===== src/rtl/exe_alu_stage.sv =====
// Execute-stage ALU: ARM data-processing result, NZCV status register and
// the EX/MEM pipeline register feeding the memory stage.
module exe_alu_stage (
    input  logic        clk,
    input  logic        rst,
    input  logic        freeze,
    input  logic        flush,
    input  logic        in_valid,
    input  logic [3:0]  exe_cmd,
    input  logic        s_bit,
    input  logic [31:0] val_1,
    input  logic [31:0] val_2,
    input  logic        wb_en_in,
    input  logic        mem_r_en_in,
    input  logic        mem_w_en_in,
    input  logic [3:0]  dest_in,
    input  logic [31:0] st_val_in,
    output logic [31:0] alu_result,
    output logic [3:0]  status,
    output logic        out_valid,
    output logic        wb_en,
    output logic        mem_r_en,
    output logic        mem_w_en,
    output logic [3:0]  dest,
    output logic [31:0] st_val
);

    localparam logic [3:0] CMD_MOV = 4'b0001;
    localparam logic [3:0] CMD_MVN = 4'b1001;
    localparam logic [3:0] CMD_ADD = 4'b0010;
    localparam logic [3:0] CMD_ADC = 4'b0011;
    localparam logic [3:0] CMD_SUB = 4'b0100;
    localparam logic [3:0] CMD_SBC = 4'b0101;
    localparam logic [3:0] CMD_AND = 4'b0110;
    localparam logic [3:0] CMD_ORR = 4'b0111;
    localparam logic [3:0] CMD_EOR = 4'b1000;

    logic        c_flag;
    logic        v_flag;
    logic        arith;
    logic [31:0] add_b;
    logic        add_cin;
    logic [32:0] sum;
    logic [31:0] result;
    logic [3:0]  next_status;
    logic        status_we;

    assign c_flag = status[1];
    assign v_flag = status[0];

    // Adder operand/carry selection; subtraction is a + ~b + cin so the
    // carry-out is NOT-borrow.
    always_comb begin
        arith   = 1'b0;
        add_b   = val_2;
        add_cin = 1'b0;
        unique case (exe_cmd)
            CMD_ADD: begin arith = 1'b1; add_b = val_2;  add_cin = 1'b0;   end
            CMD_ADC: begin arith = 1'b1; add_b = val_2;  add_cin = c_flag; end
            CMD_SUB: begin arith = 1'b1; add_b = ~val_2; add_cin = 1'b1;   end
            CMD_SBC: begin arith = 1'b1; add_b = ~val_2; add_cin = c_flag; end
            default: begin arith = 1'b0; add_b = val_2;  add_cin = 1'b0;   end
        endcase
    end

    assign sum = {1'b0, val_1} + {1'b0, add_b} + {32'd0, add_cin};

    always_comb begin
        result = '0;
        unique case (exe_cmd)
            CMD_MOV: result = val_2;
            CMD_MVN: result = ~val_2;
            CMD_ADD,
            CMD_ADC,
            CMD_SUB,
            CMD_SBC: result = sum[31:0];
            CMD_AND: result = val_1 & val_2;
            CMD_ORR: result = val_1 | val_2;
            CMD_EOR: result = val_1 ^ val_2;
            default: result = '0;
        endcase
    end

    // Logical, move and undefined codes leave C and V untouched.
    always_comb begin
        next_status[3] = result[31];
        next_status[2] = (result == 32'd0);
        next_status[1] = arith ? sum[32] : c_flag;
        next_status[0] = arith ? ((val_1[31] == add_b[31]) && (result[31] != val_1[31]))
                               : v_flag;
    end

    assign status_we = in_valid && s_bit && !flush && !freeze;

    always_ff @(posedge clk) begin
        if (!rst) begin
            status <= '0;
        end else if (status_we) begin
            status <= next_status;
        end
    end

    // Flush outranks freeze: it clears the valid/control bits while data holds.
    always_ff @(posedge clk) begin
        if (!rst) begin
            alu_result <= '0;
            out_valid  <= 1'b0;
            wb_en      <= 1'b0;
            mem_r_en   <= 1'b0;
            mem_w_en   <= 1'b0;
            dest       <= '0;
            st_val     <= '0;
        end else if (flush) begin
            out_valid  <= 1'b0;
            wb_en      <= 1'b0;
            mem_r_en   <= 1'b0;
            mem_w_en   <= 1'b0;
        end else if (!freeze) begin
            alu_result <= result;
            out_valid  <= in_valid;
            wb_en      <= wb_en_in & in_valid;
            mem_r_en   <= mem_r_en_in & in_valid;
            mem_w_en   <= mem_w_en_in & in_valid;
            dest       <= dest_in;
            st_val     <= st_val_in;
        end
    end

endmodule


===== config.mk =====
export PLATFORM = sky130hd
export DESIGN_NAME = exe_alu_stage
export DESIGN_NICKNAME = d
export VERILOG_FILES = /design/src/rtl/exe_alu_stage.sv
export SDC_FILE = /design/constraint.sdc
export NUM_CORES = 1
export LEC_CHECK = 0
export CAP_MARGIN = 5
export CORE_MARGIN = 10
export CORE_UTILIZATION = 30
export DETAILED_ROUTE_END_ITERATION = 6
export GPL_TIMING_DRIVEN = 0
export SLEW_MARGIN = 20
export SYNTH_ARGS = -nofsm -noshare
export SYNTH_HDL_FRONTEND = slang
export SYNTH_SLANG_ARGS = --single-unit

===== constraint.sdc =====
create_clock -name clk -period 6.3 [get_ports clk]
set_input_delay 0.63 -clock clk [delete_from_list [all_inputs] [get_ports clk]]
set_output_delay 0.63 -clock clk [all_outputs]
set_load 0.005 [all_outputs]

After elaboration in Yosys (flattened, before gate mapping). Cells that the tools add are included.

Register bits: 76. Bits of input ports: 113. Output and inout bits: 76. Word-level logic and storage cells: 49.

Add/sub/neg operators: 2. Eq/ne operators: 11. Multiplexer cells: 4. Bitwise operators: 10. Reduce and logical (&&, ||, !) cells: 13.

Operators with widths (count): 32-bit case mux with 6 select lines (1); 32-bit by 32-bit adder with 33-bit output (1); 33-bit by 1-bit adder with 33-bit output (1); 32-bit bitwise AND (1); 32-bit zero test (1); 32-bit 2-to-1 mux (1); 32-bit inverter (1); 32-bit OR (1); 32-bit bitwise XOR (1); 4-bit by 3-bit == test with 1-bit output, second input constant (4); 4-bit by 2-bit == test with 1-bit output, second input constant (2); 4-bit == test, second input constant (2); 2-bit OR reduction (3); 4-bit by 1-bit == test with 1-bit output, second input constant (1); 1-bit logical AND (4); 2-bit AND reduction (2); 4-bit OR reduction (1); 1-bit bitwise AND (3); 1-bit inverter (3); 1-bit zero test (2); 1-bit case mux with 2 select lines (1); 1-bit == test (1); 1-bit 2-to-1 mux (1); 1-bit inequality test (1).

Depth between registers and ports, before layout. Gate-level depths: netlist of the first run.

Depth after elaboration: 8. Depth in mapped cells: 20. Mapped depth without buffers: 16.

Worst setup path after synthesis of the first run. No wires, ideal clock.

Kind: input -> register. Start point: input port exe_cmd[0]. End point: register status[2]. Setup time: 0.084 ns. Data arrival time: 5.243 ns. Required time: 6.216 ns. Path slack: 0.972 ns. Stages: 20. Buffers on the path: 5. Cell sequence: buf_2 -> buf_4 -> buf_2 -> buf_2 -> buf_2 -> a21oi_1 -> a2111oi_0 -> fa_1 -> inv_1 -> fa_1 -> nand2b_1 -> a211o_1 -> nor2b_1 -> a41oi_1 -> nand3_1 -> nor4_2 -> nand3_1 -> or4_1 -> or4_1 -> o31ai_2.

Cells in the longest elaborated chain, start to end: 7. Elaborated cells on any way between the ends: 18. Those cells by class: add/sub (2); eq/ne (9); mux (3); reduce/logical (4).

Ends and longest elaborated chain: from (decl) (line 9) `input logic [3:0] exe_cmd,`; 4-bit by 3-bit == test with 1-bit output (line 57, 70); 2-bit OR reduction (no source line); 32-bit 2-to-1 mux; 32-bit by 32-bit adder with 33-bit output (line 66) `assign sum = {1'b0, val_1} + {1'b0, add_b} + {32'd0, add_cin};`; 33-bit by 1-bit adder with 33-bit output (line 66); 32-bit case mux with 6 select lines * (line 70) `unique case (exe_cmd)`; 32-bit zero test * (line 87) `next_status[2] = (result == 32'd0);`; to (signal assigned) (line 99) `status <= next_status;`; to (decl) (line 19) `output logic [3:0] status,`.

Mark *: on every way between the ends. The rest lies on a longest branch, timed or not. A chain may end at the register's enable or synchronous reset.

Worst setup path in the final report of the first run.
Start point: input port exe_cmd[3]. End point: register status[2].

Same word-level chain as after synthesis.

==> impl_metrics.toml, run 1 <==
[logic_synthesis]
yosys_most_used_dff = "dfxtp_1"
post_synth_inst_count = 965
ys_ff_latch = 76
ys_seq_area_frac = 0.209
synth_area_per_cell_um2 = 7.55
synth_async_sr_flop_share = 0
synth-edff-count = 0
synth_top_area_frac = 0.209
synth_fp_nets = 1175
yosys.cell_types.count = 81
yosys.area.top_type = "dfxtp_1"
yosysWarningCount = 0
post_synthesis_cell_area_um2 = 7280
post_synth_main_area_contributors = "dfxtp_1, ha_1, a21oi_1"

[placed_design]
port_buffers = 183
gp_congestion = 0.939
dpl.hpwl_um = 21900
dpl_cell_area_um2 = 9520
placedCellCount = 1467
pre_cts_ws_ns = -0.179

[cts]
ctsHtreeMaxLevel = 3
clock_tree_from_tritoncts = "yes"
worst_setup_hold_path_clk_slew_ns = 0.06
postcts_setup_bufs = 0
clock_sink_count = 76
worst_skew_pair.late_latency_ns = 0.33
tritoncts.num_buffers = 9
cts_max_path_buffers = 2
post_cts_resize_count = 0
root_buffer = "clkbuf_16"
postCtsHoldBufs = 0

[floorplanning]
rows = 56
die-area_um2 = 30900
start_util = 0.308
floorplan.die.height_um = 176
die_x_um = 176
core_region_area_um2 = 23700
ios = 189

[power_and_ir_drop]
clock_power_share = 0.329
power.total_mw = 1.81
internal-power_mw = 1.22
irDropWorstVdd_v = 0.000179
share_seq_of_total_power = 0.288
netSwitchingFraction = 0.326
powerDensity_nw_per_um2 = 183
switchingPower_uw = 590
combinationalPowerShare = 0.384
power.leakage_nw = 3.98

[routing]
drt-vias-per-instance = 5.12
detail_route.wirelength_um = 26600
detail_route.drc_violations = 0
detail_route.wl_per_cell_um = 17.9
drtAntennaViolNets = 0
route.vias.total = 7585
drt_pre_antenna_iters = 5
initialDrtViolationCount = 508

[final_layout]
multi_input_area_um2 = 5150
finish.instance_area_um2 = 9880
final_cell_count_no_fill = 1482
layout-drive-gt1-share = 0.0610
n_fill_cell = 2460
sequential_cell_area_um2 = 1520
syn2layout_area_growth_pct = 35.6
design.final.nets = 1368
diodes_inserted = 0

[sta]
fin_skew_ns = 0.00586
period_needed_ns = 5.82
max_slew_margin = 0.414
fmax_mhz = 172
min_period_over_period = 0.924
setup_violations = 0
timing_max_transition_violations_final = 0
totalNegativeSetupSlack_ns = 0
final_hold_viol_count = 0
setup_slack_ns = 0.477
rsz0062_at_grt = "false"
worst_pin_slew_ns = 0.879

[global_routing]
maximum_number_of_pins_on_one_net_before_global_route_repair = 14
vias_in_the_first_global_route = 7428
antenna_found_initial = 0
grt_pass1_wl_um = 41800
grt_remaining_overflow = 0
gr-usage-all-layers = 0.167

[setup_path]
critPathCaptureType = "flop"
cp_slowest_stage_delay_ns = 0.73
worst-r2r-cell-count = 15
crit_family = "simple AND/OR/NAND/NOR gates"
worstPathBufferInverterCount = 4
critPathMaxFanout = 10
worst-r2r-setup-slack_ns = 1.58
cp_slowest_cell = "clkbuf_1"
timing.rr.start = "status[1]$_SDFFE_PN0P_"
required_time_worst_endpoint_ns = 6.55
worst-endpoint-arrival_ns = 6.08
critical_path.reg2reg.endpoint = "status[2]$_SDFFE_PN0P_"
category_of_the_worst_setup_path_launch_point = "input port"
crit_chain = "buf_4 > buf_2 > buf_2 > nor3_1 > clkbuf_1 > xnor2_1 > ha_1 > nand4_1 > or3_4 > a2111o_1 > nand4_2 > o21ai_1 > xor2_1 > o21ai_0 > or4_1 > or4_1 > o31ai_2"
critical_path_type = "input port to flop"
path_depth = 17

[hold_path]
hold_path.startpoint = "st_val[1]$_SDFFE_PN0P_"
whs_path_depth = 2
min_delay_path_class = "flop to flop"
whs_endpoint = "st_val[1]$_SDFFE_PN0P_"

[run]
max_cap_violations = 0

[run_status]
run_status = "completed"
worst max path at each step:
stage                from                endpoint  slack [ns]
4_1_cts        exe_cmd[0]  status[2]$_SDFFE_PN0P_        0.15
6_report       exe_cmd[3]  status[2]$_SDFFE_PN0P_        0.48
3_3_place_gp   exe_cmd[0]  status[2]$_SDFFE_PN0P_       -0.13
3_5_place_dp   exe_cmd[0]  status[2]$_SDFFE_PN0P_       -0.18
2_1_floorplan  exe_cmd[0]  status[2]$_SDFFE_PN0P_        0.97
5_1_grt        exe_cmd[3]  status[2]$_SDFFE_PN0P_        0.13
layer usage:
| metal | part of all wire | GRT usage |
|---|---|---|
| met1 | 0.46 | 0.216 |
| met5 | 0 | 0 |
| met4 | 0.016 | 0.0378 |
| met3 | 0.079 | 0.0412 |
| met2 | 0.45 | 0.274 |
synth_stat cells, drive strengths merged, types with 3 or more instances:
master and number:
and2 3, o21a 4, o22ai 7, nor2 94, xnor2 54, inv 84
nand2b 4, clkbuf 43, o221ai 5, a221o 10, xor2 14, a21o 6
nand3 11, a22oi 9, o211ai 10, and3 3, a2111oi 3, or3b 3
mux2i 14, a211oi 25, ha 95, buf 17, nor2b 5, or3 5
o21bai 5, dfxtp 76, or4 3, a21oi 114, o21ai 35, or2 3
o221a 4, a31oi 3, a221oi 13, nand2 119, nand4 12, o22a 3
nor3 14
power groups by stage:
stage / sequential (mW) / clock [mW] / combinational, mW
floorplan: 0.532 / 0 / 0.421
global placement: 0.531 / 0 / 0.678
detailed placement: 0.532 / 0 / 0.686
CTS: 0.521 / 0.607 / 0.690
global route: 0.524 / 0.628 / 0.769
finish: 0.521 / 0.595 / 0.694
cell families (layout without fill, tap and decap cells):
logic type,Yosys count,count (layout),synth area share
and+or+nand+nor,290,290,0.179
AOI/OAI and AO/OA,274,274,0.254
buffers and inverters,145,343,0.0859
adders and majority gates,97,97,0.169
DFF,76,76,0.209
xor gates and xnor gates,68,68,0.0828
muxes,15,15,0.0208
tightest hold or removal path: cells and delay by family, from the launching register on:
family / cells / cell delay (ns)
and+or+nand+nor: 1 / 0.05
DFF: 1 / 0.30
AOI/OAI and AO/OA: 1 / 0.05
cell usage in the layout, fill, tap and decap left out, types with 4 or more instances in the layout:
| master | n |
|---|---|
| a21oi_1 | 111 |
| nor2b_1 | 5 |
| o221a_2 | 4 |
| ha_1 | 95 |
| buf_2 | 7 |
| o221ai_1 | 5 |
| nand4_1 | 11 |
| o22ai_1 | 7 |
| clkbuf_1 | 43 |
| a21o_1 | 6 |
| a221o_1 | 8 |
| nor3_1 | 14 |
| nor2_1 | 94 |
| dfxtp_1 | 76 |
| a22oi_1 | 9 |
| buf_6 | 6 |
| nand2_1 | 119 |
| a211oi_1 | 22 |
| a221oi_1 | 12 |
| o211ai_1 | 8 |
| xor2_1 | 14 |
| nand2b_1 | 4 |
| o21ai_0 | 31 |
| clkbuf_16 | 9 |
| o21a_1 | 4 |
| inv_1 | 82 |
| clkdlybuf4s50_1 | 183 |
| o21bai_1 | 5 |
| nand3_1 | 11 |
| xnor2_1 | 53 |
| mux2i_1 | 14 |
state kept, by name, indices dropped and copies added, names as in the netlist:
register and count:
alu_result 32, dest 4, mem_r_en 1, mem_w_en 1
out_valid 1, st_val 32, status 4, wb_en 1
stage by stage:
| stage | hold slack [ns] | util |
|---|---|---|
| 2_1_floorplan | 0.448 | - |
| 3_5_place_dp | 0.446 | 0.402 |
| 4_1_cts | 0.455 | 0.417 |
| 6_report | 0.453 | 0.417 |
| 3_3_place_gp | 0.442 | 0.402 |
| 5_1_grt | 0.474 | 0.417 |
area by class of cell:
class                      instances  share of cell area
sequential                        76               0.154
buffer                            60              0.0309
multi-input combinational        744               0.522
clock buffer                      10              0.0242
tap                              319              0.0404
timing repair buffer             183               0.185
inverter                          84              0.0322
clock inverter                     6              0.0113
Power figures use the tool's default switching activity.
==> run 2: changes to the inputs <==
--- a/config.mk
+++ b/config.mk
@@ -8,6 +8,7 @@
 export CAP_MARGIN = 5
 export CORE_MARGIN = 10
 export CORE_UTILIZATION = 30
+export CTS_CLUSTER_DIAMETER = 150
 export DETAILED_ROUTE_END_ITERATION = 6
 export GPL_TIMING_DRIVEN = 0
 export SLEW_MARGIN = 20
==> results of run 2 <==
Final layout, timing and power as in run 1 (identical DEF).
==> run 3: changes to the inputs <==
--- a/config.mk
+++ b/config.mk
@@ -5,11 +5,13 @@
 export SDC_FILE = /design/constraint.sdc
 export NUM_CORES = 1
 export LEC_CHECK = 0
+export ABC_CLOCK_PERIOD_IN_PS = 6300
 export CAP_MARGIN = 5
 export CORE_MARGIN = 10
 export CORE_UTILIZATION = 30
 export CTS_CLUSTER_DIAMETER = 150
 export DETAILED_ROUTE_END_ITERATION = 6
+export DONT_BUFFER_PORTS = 1
 export GPL_TIMING_DRIVEN = 0
 export SLEW_MARGIN = 20
 export SYNTH_ARGS = -nofsm -noshare
==> impl_metrics.toml, run 3 (synthesis results as in run 1) <==
[final_layout]
layout-drive-gt1-share = 0.0734
syn2layout_area_growth_pct = 9.98
biggestRegsByFlops = "alu_result x32, st_val x32"
postLayoutCoreUtil = 0.338
commonest_non_fill_non_tap_cell_in_the_layout = "nand2_1"
final_cell_count_no_fill = 1300
diodes_inserted = 0
finish.instance_area_um2 = 8010
commonest_cells_after_routing_fill_and_taps_aside = "nand2_1, a21oi_1, ha_1"
design.final.nets = 1186

[sta]
setup_violations = 0
worst_hold_slack_ns = 0.422
period_needed_ns = 5.87
timing_max_transition_violations_final = 0
totalNegativeSetupSlack_ns = 0
max_slew_margin = 0.413
fin_skew_ns = 0.00550
fmax_mhz = 170
rsz0062_at_grt = "false"
setup_slack_ns = 0.429
min_period_over_period = 0.932
worst_pin_slew_ns = 0.880
final_hold_viol_count = 0

[floorplanning]
floorplan.die.height_um = 176
rows = 56
die-area_um2 = 30900
start_util = 0.308
ios = 189
core_region_area_um2 = 23700
die_x_um = 176

[setup_path]
critPathCaptureType = "flop"
worstPathBufferInverterCount = 6
cp_slowest_cell = "or4_1"
required_time_worst_endpoint_ns = 6.55
crit_family = "simple AND/OR/NAND/NOR gates"
category_of_the_worst_setup_path_launch_point = "input port"
critical_path_type = "input port to flop"
cp_slowest_stage_delay_ns = 0.54
crit_chain = "buf_2 > buf_4 > buf_2 > clkbuf_4 > buf_2 > a21oi_1 > a2111oi_2 > fa_1 > inv_1 > fa_1 > nand2b_1 > a211o_1 > nor2b_1 > a41oi_1 > nand3_1 > nor4_2 > nand3_1 > or4_1 > or4_1 > o31ai_2"
critPathMaxFanout = 10
critPathMostFrequentCell = "buf_2"
worst-endpoint-arrival_ns = 6.12

[run]
max_cap_violations = 0

[power_and_ir_drop]
powerDensity_nw_per_um2 = 199
irDropWorstVdd_v = 0.000125
power.total_mw = 1.60
power.leakage_nw = 3.28

[routing]
detail_route.wirelength_um = 25800
routed-wl-met3_um = 2870
route.vias.total = 6922
met2_wirelength_um = 11500
drt-vias-per-instance = 5.32
drtAntennaViolNets = 0
met1_length_um = 10900
detail_route.wl_per_cell_um = 19.9
detail_route.drc_violations = 0
highest_layer = "met4"
drt_pre_antenna_iters = 5
initialDrtViolationCount = 500

[global_routing]
gr-usage-all-layers = 0.160
grt_remaining_overflow = 0
antenna_found_initial = 0
grt_pass1_wl_um = 38800
maximum_number_of_pins_on_one_net_before_global_route_repair = 13
vias_in_the_first_global_route = 6512

[cts]
clock_tree_from_tritoncts = "yes"
postcts_setup_bufs = 0
ctsHtreeMaxLevel = 3
worst_setup_hold_path_clk_slew_ns = 0.06
postCtsHoldBufs = 0
cts_max_path_buffers = 2
root_buffer = "clkbuf_16"
post_cts_resize_count = 0
tritoncts.num_buffers = 9
clock_sink_count = 76
worst_skew_pair.late_latency_ns = 0.34

[placed_design]
dpl.hpwl_um = 21300
port_buffers = 0
dpl_cell_area_um2 = 7690
placedCellCount = 1284
gp_congestion = 0.899
pre_cts_ws_ns = -0.277

[run_status]
run_status = "completed"

[hold_path]
min_delay_path_class = "input port to flop"
==> run 3: path summary, 6_finish.rpt <==
| path | startpoint | to | slack (ns) | cells past startpoint |
|---|---|---|---|---|
| setup reg to reg | status[1]$_SDFFE_PN0P_ | status[2]$_SDFFE_PN0P_ | 1.70 | 15 |
| setup / recovery | exe_cmd[0] | status[2]$_SDFFE_PN0P_ | 0.43 | 20 |
| hold reg to reg | st_val[13]$_SDFFE_PN0P_ | st_val[13]$_SDFFE_PN0P_ | 0.48 | 2 |
| hold / removal | st_val_in[20] | st_val[20]$_SDFFE_PN0P_ | 0.42 | 2 |
==> run 3: power by group <==
group | total [mW] | internal, mW | leakage (nW) | switching (mW)
Combinational | 0.546 | 0.218 | 2.51 | 0.328
Clock | 0.516 | 0.327 | 0.149 | 0.189
Sequential | 0.535 | 0.507 | 0.623 | 0.0271
==> run 3: per-layer routing <==
layer | vias up | global-route usage
met5 | - | 0
met3 | 25 | 0.0558
met1 | 3222 | 0.195
li1 | 3396 | -
met2 | 279 | 0.260
met4 | 0 | 0.0477
==> run 3: layout make-up <==
type,count,area (um^2)
inverters,84,318
flip-flops and latches,76,1520
clock inverters,4,47.5
multi-input cells,744,5160
plain buffers,61,310
well taps,319,399
clock buffers,12,256
fillers,2554,15700
==> run 3: worst reg2reg max path, stage by stage, from the launching register on <==
cell and delay (ns):
dfxtp_1 0.37, inv_1 0.11, a2111oi_2 0.39, fa_1 0.32
inv_1 0.08, fa_1 0.40, nand2b_1 0.20, a211o_1 0.33
nor2b_1 0.20, a41oi_1 0.23, nand3_1 0.20, nor4_2 0.34
nand3_1 0.11, or4_1 0.54, or4_1 0.46, o31ai_2 0.24
